`src/rtl/fpga_cfg_loader.sv`:
```
// Configuration loader: takes a byte stream over valid/ready and serialises it
// into the CLB scan chain, then the connection scan chain, driving scan_clk.
module fpga_cfg_loader #(
    parameter int unsigned CLB_BITS  = 1152,
    parameter int unsigned CONN_BITS = 4608
) (
    input  logic       clk,
    input  logic       reset,
    input  logic       cfg_start,
    input  logic       cfg_abort,
    input  logic [7:0] cfg_data,
    input  logic       cfg_valid,
    output logic       cfg_ready,
    output logic       scan_clk,
    output logic       clb_scan_in,
    output logic       clb_scan_en,
    output logic       conn_scan_in,
    output logic       conn_scan_en,
    output logic       core_reset,
    output logic       cfg_busy,
    output logic       cfg_done
);

    localparam int unsigned SEG_MAX   = (CLB_BITS > CONN_BITS) ? CLB_BITS : CONN_BITS;
    localparam int unsigned SEG_W_RAW = $clog2(SEG_MAX + 1);
    // Segment counter must hold at least 8 so the min(8, remaining) compare is exact.
    localparam int unsigned SEG_W     = (SEG_W_RAW < 4) ? 4 : SEG_W_RAW;
    localparam int unsigned CNT_W     = 4;
    localparam int unsigned BYTE_W    = 8;

    typedef enum logic [2:0] {
        S_IDLE,
        S_CLB_WAIT,
        S_CLB_SHIFT,
        S_CONN_WAIT,
        S_CONN_SHIFT,
        S_DONE
    } state_t;

    state_t              r_state;
    state_t              w_state_nxt;
    logic                r_phase;
    logic                w_phase_nxt;
    logic [BYTE_W-1:0]   r_shreg;
    logic [BYTE_W-1:0]   w_shreg_nxt;
    logic [CNT_W-1:0]    r_bitcnt;
    logic [CNT_W-1:0]    w_bitcnt_nxt;
    logic [SEG_W-1:0]    r_seg;
    logic [SEG_W-1:0]    w_seg_nxt;
    logic                w_busy;

    logic r_cfg_ready, r_scan_clk, r_clb_scan_in, r_clb_scan_en;
    logic r_conn_scan_in, r_conn_scan_en, r_core_reset, r_cfg_busy, r_cfg_done;
    logic w_cfg_ready, w_scan_clk, w_clb_scan_in, w_clb_scan_en;
    logic w_conn_scan_in, w_conn_scan_en, w_core_reset, w_cfg_busy, w_cfg_done;

    // State, datapath and registered outputs
    always_ff @(posedge clk or negedge reset) begin
        if (!reset) begin
            r_state        <= S_IDLE;
            r_phase        <= 1'b0;
            r_shreg        <= '0;
            r_bitcnt       <= '0;
            r_seg          <= '0;
            r_cfg_ready    <= 1'b0;
            r_scan_clk     <= 1'b0;
            r_clb_scan_in  <= 1'b0;
            r_clb_scan_en  <= 1'b0;
            r_conn_scan_in <= 1'b0;
            r_conn_scan_en <= 1'b0;
            r_core_reset   <= 1'b1;
            r_cfg_busy     <= 1'b0;
            r_cfg_done     <= 1'b0;
        end else begin
            r_state        <= w_state_nxt;
            r_phase        <= w_phase_nxt;
            r_shreg        <= w_shreg_nxt;
            r_bitcnt       <= w_bitcnt_nxt;
            r_seg          <= w_seg_nxt;
            r_cfg_ready    <= w_cfg_ready;
            r_scan_clk     <= w_scan_clk;
            r_clb_scan_in  <= w_clb_scan_in;
            r_clb_scan_en  <= w_clb_scan_en;
            r_conn_scan_in <= w_conn_scan_in;
            r_conn_scan_en <= w_conn_scan_en;
            r_core_reset   <= w_core_reset;
            r_cfg_busy     <= w_cfg_busy;
            r_cfg_done     <= w_cfg_done;
        end
    end

    // Next state; outputs are a registered function of the next state
    always_comb begin
        w_state_nxt  = r_state;
        w_phase_nxt  = r_phase;
        w_shreg_nxt  = r_shreg;
        w_bitcnt_nxt = r_bitcnt;
        w_seg_nxt    = r_seg;
        w_busy       = (r_state != S_IDLE) && (r_state != S_DONE);

        if (cfg_abort && w_busy) begin
            w_state_nxt = S_IDLE;
            w_phase_nxt = 1'b0;
        end else begin
            case (r_state)
                S_IDLE, S_DONE: begin
                    if (cfg_start) begin
                        w_state_nxt = S_CLB_WAIT;
                        w_seg_nxt   = SEG_W'(CLB_BITS);
                    end
                end
                S_CLB_WAIT, S_CONN_WAIT: begin
                    if (cfg_valid) begin
                        w_shreg_nxt  = cfg_data;
                        w_bitcnt_nxt = (r_seg >= SEG_W'(8)) ? CNT_W'(8) : r_seg[CNT_W-1:0];
                        w_phase_nxt  = 1'b0;
                        w_state_nxt  = (r_state == S_CLB_WAIT) ? S_CLB_SHIFT : S_CONN_SHIFT;
                    end
                end
                S_CLB_SHIFT, S_CONN_SHIFT: begin
                    if (!r_phase) begin
                        w_phase_nxt = 1'b1;
                    end else begin
                        w_phase_nxt  = 1'b0;
                        w_shreg_nxt  = {1'b0, r_shreg[BYTE_W-1:1]};
                        w_bitcnt_nxt = r_bitcnt - CNT_W'(1);
                        w_seg_nxt    = r_seg - SEG_W'(1);
                        if (r_bitcnt == CNT_W'(1)) begin
                            if (r_seg != SEG_W'(1)) begin
                                w_state_nxt = (r_state == S_CLB_SHIFT) ? S_CLB_WAIT : S_CONN_WAIT;
                            end else if (r_state == S_CLB_SHIFT) begin
                                w_state_nxt = S_CONN_WAIT;
                                w_seg_nxt   = SEG_W'(CONN_BITS);
                            end else begin
                                w_state_nxt = S_DONE;
                            end
                        end
                    end
                end
                default: w_state_nxt = S_IDLE;
            endcase
        end

        w_cfg_ready    = (w_state_nxt == S_CLB_WAIT) || (w_state_nxt == S_CONN_WAIT);
        w_scan_clk     = ((w_state_nxt == S_CLB_SHIFT) || (w_state_nxt == S_CONN_SHIFT)) && w_phase_nxt;
        w_clb_scan_en  = (w_state_nxt == S_CLB_WAIT) || (w_state_nxt == S_CLB_SHIFT);
        w_conn_scan_en = (w_state_nxt == S_CONN_WAIT) || (w_state_nxt == S_CONN_SHIFT);
        w_clb_scan_in  = (w_state_nxt == S_CLB_SHIFT) && w_shreg_nxt[0];
        w_conn_scan_in = (w_state_nxt == S_CONN_SHIFT) && w_shreg_nxt[0];
        w_core_reset   = (w_state_nxt != S_DONE);
        w_cfg_busy     = (w_state_nxt != S_IDLE) && (w_state_nxt != S_DONE);
        w_cfg_done     = (w_state_nxt == S_DONE);
    end

    assign cfg_ready    = r_cfg_ready;
    assign scan_clk     = r_scan_clk;
    assign clb_scan_in  = r_clb_scan_in;
    assign clb_scan_en  = r_clb_scan_en;
    assign conn_scan_in = r_conn_scan_in;
    assign conn_scan_en = r_conn_scan_en;
    assign core_reset   = r_core_reset;
    assign cfg_busy     = r_cfg_busy;
    assign cfg_done     = r_cfg_done;

endmodule

```
`config.mk`:
```
export PLATFORM = sky130hd
export DESIGN_NAME = fpga_cfg_loader
export DESIGN_NICKNAME = d
export VERILOG_FILES = /design/src/rtl/fpga_cfg_loader.sv
export SDC_FILE = /design/constraint.sdc
export NUM_CORES = 1
export LEC_CHECK = 0
export ABC_AREA = 1
export CELL_PAD_IN_SITES_DETAIL_PLACEMENT = 2
export CELL_PAD_IN_SITES_GLOBAL_PLACEMENT = 2
export CORE_UTILIZATION = 35
export DETAILED_ROUTE_END_ITERATION = 8
export PLACE_DENSITY_LB_ADDON = 0.08
export SLEW_MARGIN = 0
export SYNTH_ARGS = -nofsm -noshare
export SYNTH_HDL_FRONTEND = slang
export SYNTH_SLANG_ARGS = --single-unit
```
`constraint.sdc`:
```
create_clock -name clk -period 2.9 [get_ports clk]
set_input_delay 0.58 -clock clk [delete_from_list [all_inputs] [get_ports clk]]
set_output_delay 0.58 -clock clk [all_outputs]
set_load 0.005 [all_outputs]
```
======== Word level (Yosys, flattened, before mapping) ========
Index checks and enable logic that the tools add are counted.
word-level totals
  word-level logic and storage cells ...... 84
  input port bits ......................... 13
  output and inout bits ................... 9
  register bits after elaboration ......... 38
cells by class
  add/sub/neg operators ................... 2
  multiplexer cells ....................... 28
  bitwise logic cells ..................... 1
  $lt $le $gt $ge ......................... 1
  reductions and logical operators ........ 20
  equality and inequality tests ........... 17
operators by type and width
  kind                     count
  $mux W13                 5
  $pmux W13 S2             1
  $mux W3                  8
  $mux W8                  2
  $pmux W8 S2              1
  $ge A13 B4 Y1 const B    1
  $ne A13 B1 Y1 const B    1
  $sub A13 B1 Y13 const B  1
  $eq A3 B2 Y1 const B     4
  $eq A3 B3 Y1 const B     4
  $mux W4                  3
  $pmux W3 S3              1
  $pmux W4 S2              1
  $reduce_and A4 Y1        2
  $eq A3 B1 Y1 const B     2
  $logic_and A1 B1 Y1      6
  $ne A2 B2 Y1 const B     3
  $ne A3 B3 Y1 const B     2
  $reduce_bool A3 Y1       2
  $reduce_or A2 Y1         3
  $eq A4 B1 Y1 const B     1
  $logic_or A1 B1 Y1       4
  $mux W1                  4
  $reduce_bool A2 Y1       2
  5 further kinds          5

======== Longest topological paths before layout ========
  depth after elaboration ................. 10
  depth in mapped cells ................... 13
  mapped depth without buffers ............ 13

======== Least setup slack after synthesis ========
Ideal clock, no wire load.
  path type ............................... reg2reg
  start ................................... reg r_seg[1]
  end ..................................... reg r_cfg_busy (netlist: cfg_busy)
  clock period less this slack ............ 1.751 ns
  library setup time ...................... 0.118 ns
  setup slack ............................. 1.149 ns
  required time ........................... 2.782 ns
  arrival ................................. 1.633 ns
  stages on the path, launching flop included .. 14
  path buffers ............................ 0
  cells stage by stage .................... dfrtp_1 > inv_1 > ha_1 > nand4_1 > nor2_1 > ha_1 > inv_1 > nand4_1 > nand3_1 > nand2_1 > nand2_1 > nand2_1 > nor2_2 > nor2_1
on the way
  word-level cells in the longest chain between the ends .. 8
  elaborated cells on any way between the ends .. 9
  those cells by class .................... eq/ne: 2; mux: 5; reduce/logical: 2
RTL lines
  item                                                       line  source
  start: declaration                                         48    logic [SEG_W-1:0] r_seg;
  start signal: assignment                                   79    r_seg <= w_seg_nxt;
  $ne A13 B1 Y1 (*)                                          129   if (r_seg != SEG_W'(1)) begin
  $mux W3 (*)                                                129
  $mux W3 (*)                                                128   if (r_bitcnt == CNT_W'(1)) begin
  $mux W3 (*)                                                121   if (!r_phase) begin
  $pmux W3 S3 (*)                                            105   case (r_state)
  $mux W3 (*)                                                101   if (cfg_abort && w_busy) begin
  $ne A3 B3 Y1 / $reduce_bool A3 Y1 (equally long branches)  151   w_cfg_busy = (w_state_nxt != S_IDLE) && (w_state_nxt != S_DONE);
  $logic_and A1 B1 Y1 (*)                                    151
  named net w_cfg_busy                                       55    logic w_conn_scan_in, w_conn_scan_en, w_core_reset, w_cfg_busy, w_cfg_done;
  end signal: assignment                                     87    r_cfg_busy <= w_cfg_busy;
  end: declaration                                           53    logic r_conn_scan_in, r_conn_scan_en, r_core_reset, r_cfg_busy, r_cfg_done;
The timed path passes the listed nets; every way through them passes the cells marked *.
A chain may end at the register's enable or synchronous reset.

======== Final worst setup path ========
  start ................................... reg r_seg[10]
  end ..................................... reg r_cfg_busy (netlist: cfg_busy)
Same word-level chain as after synthesis.

==> impl_metrics.xml <==
<?xml version="1.0" encoding="UTF-8"?>
<metrics>
  <group name="floorplan">
    <metric name="die_height" unit="um">81.66</metric>
    <metric name="die_width" unit="um">81.66</metric>
    <metric name="core-area" unit="mm2">0.006026</metric>
    <metric name="initial_core_util" unit="%">36.86</metric>
    <metric name="fp.dieArea" unit="mm2">0.006668</metric>
    <metric name="boundaryPins" unit="">22</metric>
    <metric name="rows" unit="">28</metric>
  </group>
  <group name="critical_path">
    <metric name="worstReg2RegStart" unit="">r_seg[10]</metric>
    <metric name="critical_path_arrival" unit="ns">2.33</metric>
    <metric name="worst-r2r-setup-slack" unit="ns">0.76</metric>
    <metric name="critical_path.reg2reg.endpoint" unit="">cfg_busy</metric>
    <metric name="critical_path.cell_chain" unit="">nor2_1 &gt; nand4_1 &gt; nor2_1 &gt; ha_1 &gt; inv_1 &gt; nand4_1 &gt; nand3_1 &gt; nand2_1 &gt; nand2_1 &gt; nand2_1 &gt; nor2_2 &gt; nor2_1</metric>
    <metric name="setup.worst_path.start_class" unit="">flop</metric>
    <metric name="setup.worst_path.end_class" unit="">flop</metric>
    <metric name="worst-r2r-cell-count" unit="">12</metric>
    <metric name="required" unit="ns">3.09</metric>
    <metric name="cp_slowest_stage_delay" unit="ns">0.41</metric>
    <metric name="critPathKind" unit="">flop to flop</metric>
    <metric name="cpMaxStageDelayCell" unit="">dfrtp_1</metric>
    <metric name="cp_max_fo" unit="">5</metric>
  </group>
  <group name="sta">
    <metric name="final-max-slew-violation-count" unit="">0</metric>
    <metric name="final_period_minus_worst_setup_slack" unit="ns">2.139</metric>
    <metric name="finalHoldViolations" unit="">0</metric>
    <metric name="timing.clock.skew" unit="ns">0.007936</metric>
    <metric name="fmaxAchievable" unit="MHz">467.5</metric>
    <metric name="final.period_utilization" unit="%">73.76</metric>
    <metric name="endpoints_failing_setup" unit="">0</metric>
    <metric name="setup-tns-final" unit="ns">0</metric>
    <metric name="rsz0062_at_grt" unit="">false</metric>
    <metric name="slew_headroom" unit="%">41.89</metric>
    <metric name="worst_slew_pin_slew" unit="ns">0.8717</metric>
  </group>
  <group name="cells_and_area">
    <metric name="nets" unit="">339</metric>
    <metric name="multi_input_comb_area" unit="mm2">0.001046</metric>
    <metric name="final-seq-area" unit="um2">952.2</metric>
    <metric name="fillCellCount" unit="">741</metric>
    <metric name="diodes" unit="">0</metric>
    <metric name="area_delta_synth_final" unit="%">15.83</metric>
    <metric name="post_route_cells_drive_above_1_share" unit="%">9.317</metric>
  </group>
  <group name="synthesis">
    <metric name="ys.warnings.count" unit="">0</metric>
    <metric name="yosys-top-cells-area" unit="">dfrtp_1, nand2_1, inv_1</metric>
    <metric name="yosys_register_bits" unit="">38</metric>
    <metric name="synth-edff-count" unit="">0</metric>
    <metric name="synth-seq-area-share" unit="%">42.87</metric>
    <metric name="yosys.area.top_type_share" unit="%">41.69</metric>
    <metric name="syn_area" unit="mm2">0.002221</metric>
    <metric name="synth_largest_area_cell" unit="">dfrtp_1</metric>
    <metric name="synth_top_flop_cell" unit="">dfrtp_1</metric>
    <metric name="nets_in_the_synthesized_netlist" unit="">316</metric>
    <metric name="syn_avg_cell_area" unit="um2">7.453</metric>
    <metric name="synth_cells" unit="">298</metric>
    <metric name="synth-async-reset-ratio" unit="%">100.0</metric>
    <metric name="synthDistinctLibCells" unit="">32</metric>
  </group>
  <group name="placement">
    <metric name="gp_routability_congestion" unit="">0.7497</metric>
    <metric name="io_buffers" unit="">21</metric>
    <metric name="detailedPlacementHpwl" unit="mm">4.658</metric>
  </group>
  <group name="global_routing">
    <metric name="via_count_of_the_first_global_routing_pass" unit="">2205</metric>
    <metric name="gr-total-overflow" unit="">0</metric>
    <metric name="grt_antenna_before_repair" unit="">0</metric>
    <metric name="pin_count_of_the_biggest_net_entering_global_routing" unit="">39</metric>
    <metric name="grt_pass1_wl" unit="mm">10.61</metric>
    <metric name="grt_usage" unit="%">21.28</metric>
  </group>
  <group name="routing">
    <metric name="firstDrtPassIters" unit="">4</metric>
    <metric name="drcViolationCount" unit="">0</metric>
    <metric name="drt_iter0_markers" unit="">39</metric>
    <metric name="number_of_nets_still_failing_antenna_checks_after_routing" unit="">0</metric>
    <metric name="vias" unit="">1988</metric>
    <metric name="number_of_vias_per_cell_after_detailed_routing" unit="">5.008</metric>
    <metric name="wl_per_cell" unit="um">15.50</metric>
    <metric name="postRouteWirelength" unit="mm">6.152</metric>
  </group>
  <group name="clocking">
    <metric name="ctsRootBufferMaster" unit="">clkbuf_8</metric>
    <metric name="max-clock-path-buffers" unit="">2</metric>
    <metric name="cts_sinks" unit="">38</metric>
    <metric name="path_clk_slew" unit="ns">0.08</metric>
    <metric name="cts_inserted_buffers" unit="">5</metric>
    <metric name="holdBufCountCts" unit="">0</metric>
    <metric name="ctsResizeCount" unit="">0</metric>
    <metric name="cts_setup_buffers" unit="">0</metric>
    <metric name="cts_max_level" unit="">2</metric>
    <metric name="clock_tree_from_tritoncts" unit="">done</metric>
    <metric name="worstSkewPairLatency" unit="ns">0.30</metric>
  </group>
  <group name="power_and_ir_drop">
    <metric name="vdd.ir_drop.worst" unit="mV">0.4182</metric>
    <metric name="static-leakage-power" unit="nW">1.227</metric>
    <metric name="design_power_total" unit="mW">2.546</metric>
    <metric name="p_per_area" unit="mW/mm2">989.6</metric>
  </group>
  <group name="min_path">
    <metric name="min-delay-path-class" unit="">primary input to async pin</metric>
  </group>
  <group name="run_status">
    <metric name="status" unit="">finished clean</metric>
  </group>
  <group name="flow_run">
    <metric name="drv.max_cap_violation_count" unit="">0</metric>
  </group>
</metrics>
==> state kept, by name (all words and copies together), names as in the netlist, 3 cells and up <==
register / count
r_seg: 13
r_shreg: 8
r_bitcnt: 4
r_state: 3
==> worst max path at each step <==
stage	depth (start not counted)	end	from
3_5_place_dp	9	r_seg[10]	cfg_abort
6_report	12	cfg_busy	r_seg[10]
4_1_cts	12	cfg_busy	r_seg[10]
5_1_grt	12	cfg_busy	r_seg[10]
2_1_floorplan	13	cfg_busy	r_seg[1]
3_3_place_gp	9	r_seg[10]	cfg_abort
==> where the power goes <==
part           switching [mW]  total, mW  internal, mW
registers               0.123      0.817         0.694
logic                   0.903       1.33         0.431
clock network           0.204      0.395         0.191
total                    1.23       2.55          1.32
==> cell usage in the layout (no fill, tap or decap), types with 4 or more instances in the layout <==
cell type / Yosys / routed
nand2_1: 76 / 76
inv_1: 42 / 42
dfrtp_1: 37 / 37
nor2_1: 36 / 36
o21ai_0: 27 / 27
nand3_1: 22 / 22
clkdlybuf4s50_1: 0 / 20
nand4_1: 6 / 6
clkbuf_8: 0 / 6
o21ai_2: 5 / 5
ha_1: 5 / 5
inv_2: 4 / 4
a21oi_1: 4 / 4
nor3_1: 4 / 4
xor2_1: 4 / 4
==> worst max-delay path, delay by kind of cell (launching register included) <==
kind | cells | cell delay (ns)
and+or+nand+nor | 10 | 1.31
DFF | 1 | 0.41
adders and majority gates | 1 | 0.25
buffers and inverters | 1 | 0.06
==> routing by layer <==
| metal | vias to the layer above | global-route usage (%) | wire (um) | part of all wire, % |
|---|---|---|---|---|
| li1 | 980 | - | - | - |
| met1 | 983 | 26.16 | 2749 | 45 |
| met2 | 18 | 37.83 | 3198 | 52 |
| met3 | 7 | 4.000 | 131 | 2.1 |
| met4 | 0 | 5.789 | 73 | 1.2 |
| met5 | - | 0 | 0 | 0 |
==> synthesized netlist by cell type, types with 2 or more instances <==
| cell | number |
|---|---|
| nor2_4 | 2 |
| nand3_1 | 22 |
| xnor2_1 | 2 |
| inv_1 | 42 |
| nor3_1 | 4 |
| o21ai_0 | 27 |
| dfrtp_1 | 37 |
| nand2_1 | 76 |
| a21oi_1 | 4 |
| nor2_1 | 36 |
| ha_1 | 5 |
| buf_6 | 3 |
| o21ai_2 | 5 |
| nand4_1 | 6 |
| nand2_2 | 2 |
| nand2_4 | 2 |
| o21bai_2 | 2 |
| xor2_1 | 4 |
| inv_2 | 4 |
==> stage by stage <==
step,instances,util [%],instance area [um2],setup slack [ns],hold slack (ns)
after floorplan,298,-,2221,1.149,0.2844
after global placement,389,41.11,2477,0.7414,0.5067
after detailed placement,389,41.11,2477,0.7089,0.5207
after CTS,397,42.69,2572,0.7309,0.4220
after global routing,397,42.69,2572,0.5231,0.4757
final,397,42.69,2572,0.7610,0.3942
==> final cells by class <==
cell class / count / share of cell area, %
inverters: 46 / 6.712
flip-flops and latches: 38 / 37.01
well taps: 75 / 3.648
multi-input cells: 208 / 40.66
clock buffers: 6 / 3.210
clock inverters: 2 / 0.4864
repair buffers: 22 / 8.268
==> logic make-up after synthesis <==
logic type	share of synthesized area, %
and+or+nand+nor	30.37
AOI/OAI and AO/OA	11.10
xor gates and xnor gates	2.366
muxes	0.4507
DFF	42.87
buffers and inverters	10.03
adders and majority gates	2.817
No activity file was read; power rests on OpenSTA's default activity.
